**src/rtl/pa_dcache_refill_wr.sv**
```systemverilog
// D-cache line refill writer: accepts a refill request, writes four 64-bit beats into the
// data array of the target way, then installs the tag and updates the dirty/LRU entry.
module pa_dcache_refill_wr (
   input  logic        forever_cpuclk,
   input  logic        cpurst_b,
   input  logic        req_vld,
   output logic        req_rdy,
   input  logic [9:0]  req_idx,
   input  logic        req_way,
   input  logic [21:0] req_tag,
   input  logic        beat_vld,
   input  logic [63:0] beat_data,
   input  logic        beat_err,
   output logic        beat_rdy,
   input  logic        arb_grant,
   output logic        refill_busy,
   output logic        refill_done,
   output logic        refill_err,
   output logic        dcache_data_cen_way0_bank0,
   output logic        dcache_data_cen_way0_bank1,
   output logic        dcache_data_cen_way1_bank0,
   output logic        dcache_data_cen_way1_bank1,
   output logic [3:0]  dcache_data_wen,
   output logic [11:0] dcache_data_idx,
   output logic [63:0] dcache_data_din,
   output logic        dcache_tag_cen,
   output logic [1:0]  dcache_tag_wen,
   output logic [9:0]  dcache_tag_idx,
   output logic [22:0] dcache_tag_din,
   output logic        dcache_dirty_cen,
   output logic [2:0]  dcache_dirty_wen,
   output logic [9:0]  dcache_dirty_idx,
   output logic [2:0]  dcache_dirty_din
);

   typedef enum logic [1:0] {
      IDLE = 2'd0,
      FILL = 2'd1,
      TAG  = 2'd2
   } state_t;

   state_t      state;
   state_t      state_nxt;
   logic [1:0]  cnt;
   logic        err_flag;
   logic [9:0]  idx_q;
   logic        way_q;
   logic [21:0] tag_q;
   logic        done_q;
   logic        done_err_q;

   logic accept;
   logic xfer;
   logic tag_wr;

   assign accept = (state == IDLE) & req_vld;
   assign xfer   = (state == FILL) & beat_vld & arb_grant;
   assign tag_wr = (state == TAG) & arb_grant;

   // NOTE: sequential state uses non-blocking assignments so every flop samples pre-edge values.
   always_ff @(posedge forever_cpuclk or negedge cpurst_b) begin
      if (!cpurst_b) begin
         state      <= IDLE;
         cnt        <= 2'd0;
         err_flag   <= 1'b0;
         idx_q      <= 10'd0;
         way_q      <= 1'b0;
         tag_q      <= 22'd0;
         done_q     <= 1'b0;
         done_err_q <= 1'b0;
      end else begin
         state      <= state_nxt;
         done_q     <= tag_wr;
         done_err_q <= tag_wr & err_flag;
         if (accept) begin
            idx_q    <= req_idx;
            way_q    <= req_way;
            tag_q    <= req_tag;
            cnt      <= 2'd0;
            err_flag <= 1'b0;
         end else if (xfer) begin
            cnt      <= cnt + 2'd1;
            err_flag <= err_flag | beat_err;
         end
      end
   end

   // NOTE: every signal gets a default before the case so no latch is inferred.
   always_comb begin
      state_nxt = state;
      case (state)
         IDLE:    if (accept) state_nxt = FILL;
         FILL:    if (xfer && cnt == 2'd3) state_nxt = TAG;
         TAG:     if (tag_wr) state_nxt = IDLE;
         default: state_nxt = IDLE;
      endcase
   end

   // Array drives are combinational so a granted beat lands in the same cycle.
   always_comb begin
      dcache_data_cen_way0_bank0 = 1'b1;
      dcache_data_cen_way0_bank1 = 1'b1;
      dcache_data_cen_way1_bank0 = 1'b1;
      dcache_data_cen_way1_bank1 = 1'b1;
      dcache_data_wen            = 4'b1111;
      dcache_data_idx            = 12'd0;
      dcache_data_din            = 64'd0;
      dcache_tag_cen             = 1'b1;
      dcache_tag_wen             = 2'b11;
      dcache_tag_idx             = 10'd0;
      dcache_tag_din             = 23'd0;
      dcache_dirty_cen           = 1'b1;
      dcache_dirty_wen           = 3'b111;
      dcache_dirty_idx           = 10'd0;
      dcache_dirty_din           = 3'b000;
      if (xfer) begin
         dcache_data_cen_way0_bank0 = way_q;
         dcache_data_cen_way0_bank1 = way_q;
         dcache_data_cen_way1_bank0 = ~way_q;
         dcache_data_cen_way1_bank1 = ~way_q;
         dcache_data_wen            = 4'b0000;
         dcache_data_idx            = {idx_q, cnt};
         dcache_data_din            = beat_data;
      end
      if (tag_wr) begin
         dcache_tag_cen          = 1'b0;
         dcache_tag_wen[way_q]   = 1'b0;
         dcache_tag_idx          = idx_q;
         dcache_tag_din          = {~err_flag, tag_q};
         dcache_dirty_cen        = 1'b0;
         dcache_dirty_idx        = idx_q;
         dcache_dirty_wen[way_q] = 1'b0;
         dcache_dirty_wen[2]     = 1'b0;
         // Freshly filled line is clean; LRU points at the way not just filled.
         dcache_dirty_din[2]     = ~way_q;
      end
   end

   assign req_rdy     = (state == IDLE);
   assign beat_rdy    = (state == FILL) & arb_grant;
   assign refill_busy = (state != IDLE);
   assign refill_done = done_q;
   assign refill_err  = done_err_q;

endmodule

```
**config.mk**
```make
export PLATFORM = sky130hd
export DESIGN_NAME = pa_dcache_refill_wr
export DESIGN_NICKNAME = d
export VERILOG_FILES = /design/src/rtl/pa_dcache_refill_wr.sv
export SDC_FILE = /design/constraint.sdc
export NUM_CORES = 1
export LEC_CHECK = 0
export ABC_AREA = 0
export BUFFER_PORTS_ARGS = -buffer_cell sky130_fd_sc_hd__clkbuf_2
export CORE_MARGIN = 8
export CORE_UTILIZATION = 40
export DETAILED_ROUTE_END_ITERATION = 12
export GPL_ROUTABILITY_DRIVEN = 1
export PLACE_DENSITY = 0.87
export SLEW_MARGIN = 5
export SYNTH_ARGS = -nofsm -noshare
export SYNTH_HDL_FRONTEND = slang
export SYNTH_SLANG_ARGS = --single-unit
```
**constraint.sdc**
```tcl
create_clock -name forever_cpuclk -period 3.78 [get_ports forever_cpuclk]
set_clock_uncertainty 0.15 [all_clocks]
set_input_delay 0.945 -clock forever_cpuclk [delete_from_list [all_inputs] [get_ports forever_cpuclk]]
set_output_delay 0.945 -clock forever_cpuclk [all_outputs]
set_load 0.005 [all_outputs]
```
## After elaboration in Yosys (flattened, before gate mapping)

Index checks and enable logic that the tools add are counted.

| word-level totals | value |
|---|---|
| bits of input ports | 103 |
| output and inout port bits | 142 |
| logic and storage cells | 59 |
| flip-flop bits (word level) | 40 |

| operators by class | value |
|---|---|
| mux-type cells | 23 |
| bitwise operators | 11 |
| order comparisons | 3 |
| reduce and logical (&&, ||, !) cells | 7 |
| equality and inequality tests | 6 |
| add/sub/neg operators | 1 |

Operators by type and width:

| kind | number |
|---|---|
| 2-to-1 mux 64 bit | 1 |
| 2-to-1 mux 23 bit | 1 |
| 2-to-1 mux 12 bit | 1 |
| 2-to-1 mux 2 bit | 6 |
| 2-to-1 mux 10 bit | 1 |
| 2-to-1 mux 1 bit | 8 |
| AND 1 bit | 6 |
| case mux 2 bit (3 select lines) | 1 |
| == test 2 bit, second input constant | 2 |
| 2-to-1 mux 4 bit | 1 |
| != test 2 x 1 -> 1 bit, second input constant | 2 |
| inverter 2 bit | 2 |
| nonzero test 2 bit | 2 |
| logical AND 1 bit | 3 |
| less-than comparator 1 x 3 -> 1 bit, second input constant | 1 |
| 2-to-1 mux 3 bit | 1 |
| AND reduction 3 bit | 1 |
| adder 2 x 1 -> 2 bit, second input constant | 1 |
| demux 1 bit (select 1 bit) | 2 |
| == test 2 x 1 -> 1 bit, second input constant | 1 |
| logical NOT 2 bit | 1 |
| less-than comparator 1 x 2 -> 1 bit, second input constant | 1 |
| != test 2 bit, second input constant | 1 |
| inverter 1 bit | 2 |
| 2 further kinds | 2 |

## Logic depth before layout (Yosys ltp)

| depth | value |
|---|---|
| word-level depth | 6 |
| gate-level depth with buffers | 6 |
| depth with buffers taken out | 5 |

## Least setup slack after synthesis

OpenSTA, ideal clock, no wires.

| timing | value |
|---|---|
| kind | input -> output |
| from | input port arb_grant |
| to | output port dcache_tag_idx[1] |
| path slack | 0.889 ns |
| data required time | 2.685 ns |
| cell stages on the path | 4 |
| path buffers | 2 |
| arrival | 1.796 ns |
| path through | nor3b_2 clkbuf_1 and2_1 buf_4 |

| between the ends | value |
|---|---|
| longest elaborated chain between the ends | 2 |

RTL lines:

| item | line | text |
|---|---|---|
| start: declaration | 15 | `input logic arb_grant,` |
| AND 1 bit | 58 | `assign tag_wr = (state == TAG) & arb_grant;` |
| named net tag_wr | 54 | `logic tag_wr;` |
| 2-to-1 mux 10 bit | - |  |
| end: declaration | 28 | `output logic [9:0] dcache_tag_idx,` |

The timed path passes the listed nets, and every way through them passes these cells.

## Worst setup path in the final report

| timing | value |
|---|---|
| from | input port arb_grant |
| to | output port dcache_data_din[46] |

| between the ends | value |
|---|---|
| longest elaborated chain between the ends | 2 |

RTL lines:

| item | line | text |
|---|---|---|
| AND 1 bit | 57 | `assign xfer = (state == FILL) & beat_vld & arb_grant;` |
| 2-to-1 mux 64 bit | 116 | `if (xfer) begin` |
| end: declaration | 25 | `output logic [63:0] dcache_data_din,` |

No other way between the ends.

==> PnR_summary.wiki <==
{| class="wikitable"
! Metric !! Value
|-
| Final setup violation count || 0
|-
| Area growth from synthesis to final layout || 47.2%
|-
| Core ar. || approximately 6200 um2
|-
| Gpl congestion || ~0.80
|-
| Detailed-route DRC error count || 0
|-
| Most common cell after layout, fill and taps aside || sky130_fd_sc_hd__clkbuf_2
|-
| Share of the synthesized area in compound gates (AO/OA/AOI/OAI) || 0.0103
|-
| Worst ir drop on vdd || ~0.35 mV
|-
| Share of synthesized cell area in and, or, nand and nor gates || 0.298
|-
| Vert. Die Dim || between 90 and 100 um
|-
| Cell leakage power || 2.20 nW
|-
| Final hold violation count || 0
|-
| DRT iter0 DRCs || 84
|-
| Mux share of post-synthesis cell area || 0.184
|-
| Detailed-routing wirelength on met1 || 3190 um
|-
| Hold Worst Slack || 0.349 ns
|-
| Sum of routed wire length over all layers || approximately 9600 um
|-
| Via count of the first global-routing pass || between 2000 and 3000
|-
| TritonCTS buffer count || 5
|-
| Final-report max-slew violation count || 0
|-
| Xor-xnor portion of the synthesized cell area || 0.00343
|-
| Nature of the critical path endpoint || primary output
|-
| Launching element type of the critical path || input pin
|-
| Type of the worst setup path || in -> out
|-
| Clock input transition at the sequential cells of the worst setup and hold paths || about 0.070 ns
|-
| Worst hold-check path type || reg -> reg
|-
| Number of top-level design ports || around 250
|-
| Pre-Repair DR Iteration Count || 4
|-
| Cell area after synthesis || approximately 2500 um2
|-
| Area share of fa/ha/maj cells after synthesis || 0.00491
|-
| Leading post-synthesis cells by cell area || sky130_fd_sc_hd__dfrtp_1 (39%), sky130_fd_sc_hd__and2_1 (27%), sky130_fd_sc_hd__mux2_4 (15%)
|-
| Register bit count reported by yosys || 40
|-
| Total inserted antenna cells || 0
|-
| Syn Area/Cell || ~10 um2
|-
| Floorplan die area || about 9000 um2
|-
| Final net count || 567
|-
| Total GRT Usage || 0.195
|-
| Initial core utilization || 0.409
|-
| Clock tree root driver cell || sky130_fd_sc_hd__clkbuf_8
|-
| TritonCTS Sinks || 40
|-
| Total gr overflow || 0
|-
| Warnings, synthesis || 0
|-
| Average wire length per cell after detail routing || around 18 um
|-
| Htree depth || 2
|-
| Combinational family with the most area after synthesis || simple AND/OR/NAND/NOR gates
|-
| Portion of synthesized cell area occupied by the leading cell type || 0.393
|-
| Fraction of layout instances using a drive strength above 1 || 0.625
|-
| Post-CTS Hold Fix Bufs || 0
|-
| Half-perimeter wire length after placement || approximately 8000 um
|-
| Achievable Freq || 317 MHz
|-
| Clock tree from TritonCTS || yes
|-
| Antenna viol nets, final || 0
|-
| Setup Buffers After CTS || 0
|-
| Status || finished, final reports clean
|-
| Count of fill cells added during filler insertion || approximately 570
|-
| Worst skew pair latency || a little under 0.3 ns
|-
| Final TNS setup || 0 ns
|-
| Length of routed met2 wiring || between 5000 and 6000 um
|-
| Top routing layer in use || met4
|-
| Resized cells post-CTS || 0
|-
| Sequential fraction of the synthesis area || 0.393
|-
| Rows || 29
|-
| Slew of the pin with the lowest slew margin || around 1.0 ns
|-
| Pin count of the biggest net entering global routing || 73
|-
| CP Max Fanout || roughly 70
|-
| Data required time of the worst path || about 2.7 ns
|-
| Number of distinct library cells after synthesis || 22
|-
| Port buffer count || 242
|-
| Power per unit of standard cell area || 477 nW/um2
|-
| Power consumption || about 1.8 mW
|-
| Initial antenna violation count || 0
|-
| Detailed-routed wire length on met3 || around 1000 um
|-
| Global-route wire length before repair || roughly 14000 um
|-
| RSZ-0062 raised after global routing || no
|-
| Worst slew margin relative to its limit || 0.326
|-
| Library cell occupying the most area in the post-synthesis netlist || sky130_fd_sc_hd__dfrtp_1
|-
| Post-route fraction of the period consumed by the critical path || 0.836
|-
| Number of vias in the routed layout || roughly 2400
|-
| Mean number of vias per cell || around 4.5
|-
| Critical path arrival || between 2 and 2.5 ns
|-
| Number of maximum-capacitance constraint violations || 0
|-
| Horizontal extent of the die || approximately 96 um
|-
| Number of cells produced by synthesis || ~250
|-
| Min Clock Period, post-route || around 3.2 ns
|-
| Maximum clock insertion buffer count || 2
|-
| Most frequent cells in the layout || sky130_fd_sc_hd__clkbuf_2 (242), sky130_fd_sc_hd__and2_1 (109), sky130_fd_sc_hd__dfrtp_1 (40), sky130_fd_sc_hd__mux2_4 (26), sky130_fd_sc_hd__mux2_2 (7)
|}
[layer usage]
layer	GRT usage	up-vias
met2	0.361	115
met1	0.183	1109
met4	0.110	0
li1	-	1173
met5	0	-
met3	0.0694	21
[sequential cells by signal, summed over array words and instances, names as in the netlist]
| register | flops |
|---|---|
| cnt | 2 |
| tag_q | 22 |
| err_flag | 1 |
| idx_q | 10 |
| state | 2 |
| way_q | 1 |
| refill_done | 1 |
| refill_err | 1 |
[synth_stat cells, drive strengths merged]
cell      n
a21oi     2
a31o      1
and2    110
and3      1
and4b     1
buf      26
clkbuf   11
conb      1
dfrtp    40
ha        1
inv       5
mux2     33
nand2     5
nand2b    1
nor2      5
nor3b     1
o31ai     1
xnor2     1
[path summary, 6_finish.rpt]
path,startpoint,cells past startpoint,to,slack (ns)
min,tag_q[20],1,tag_q[20],0.35
min in group asynchronous,cpurst_b,1,tag_q[3],0.67
min reg2reg,tag_q[20],1,tag_q[20],0.35
max in group asynchronous,cpurst_b,1,idx_q[8],2.20
max,arb_grant,5,dcache_data_din[46],0.62
max reg2reg,state[0],4,tag_q[2],1.58
[logic make-up (layout without fill, tap and decap cells)]
logic type / count (synthesis) / after routing
AND/OR/NAND/NOR: 124 / 124
multiplexers: 33 / 33
other: 1 / 2
adder cells (fa/ha/maj): 1 / 1
flip-flops: 40 / 40
AO/OA/AOI/OAI: 4 / 4
XOR/XNOR: 1 / 1
buffers and inverters: 42 / 259
[power by group]
group | switching (mW) | total [mW] | internal (mW) | leakage (nW)
Clock | 0.146 | 0.295 | 0.149 | 0.0455
Sequential | 0.140 | 0.772 | 0.632 | 0.481
Combinational | 0.266 | 0.723 | 0.457 | 1.67
Total | 0.551 | 1.79 | 1.24 | 2.20
[layout make-up]
cell class	count	area, um2	area share
clock buffer	8	90.1	0.0240
inverter	5	18.8	0.00500
timing repair buffer	246	1250	0.334
sequential	40	1000	0.267
tap	77	96.3	0.0257
multi-input combinational	165	1290	0.345
[worst max-delay path: stages]
cell and delay (ns):
sky130_fd_sc_hd__clkbuf_2 0.11, sky130_fd_sc_hd__and4b_2 0.39, sky130_fd_sc_hd__buf_12 0.26, sky130_fd_sc_hd__and2_1 0.20, sky130_fd_sc_hd__clkbuf_2 0.13
[per-stage QoR]
stage | std cells | worst slack, ns | area (um2) | util
3_5_place_dp | 533 | 0.641 | 3660 | 0.587
4_1_cts | 541 | 0.637 | 3750 | 0.601
3_3_place_gp | 533 | 0.664 | 3660 | 0.587
6_report | 541 | 0.621 | 3750 | 0.601
2_1_floorplan | 247 | 0.889 | 2550 | -
5_1_grt | 541 | 0.537 | 3750 | 0.601
(Power assumes the default switching activity.)
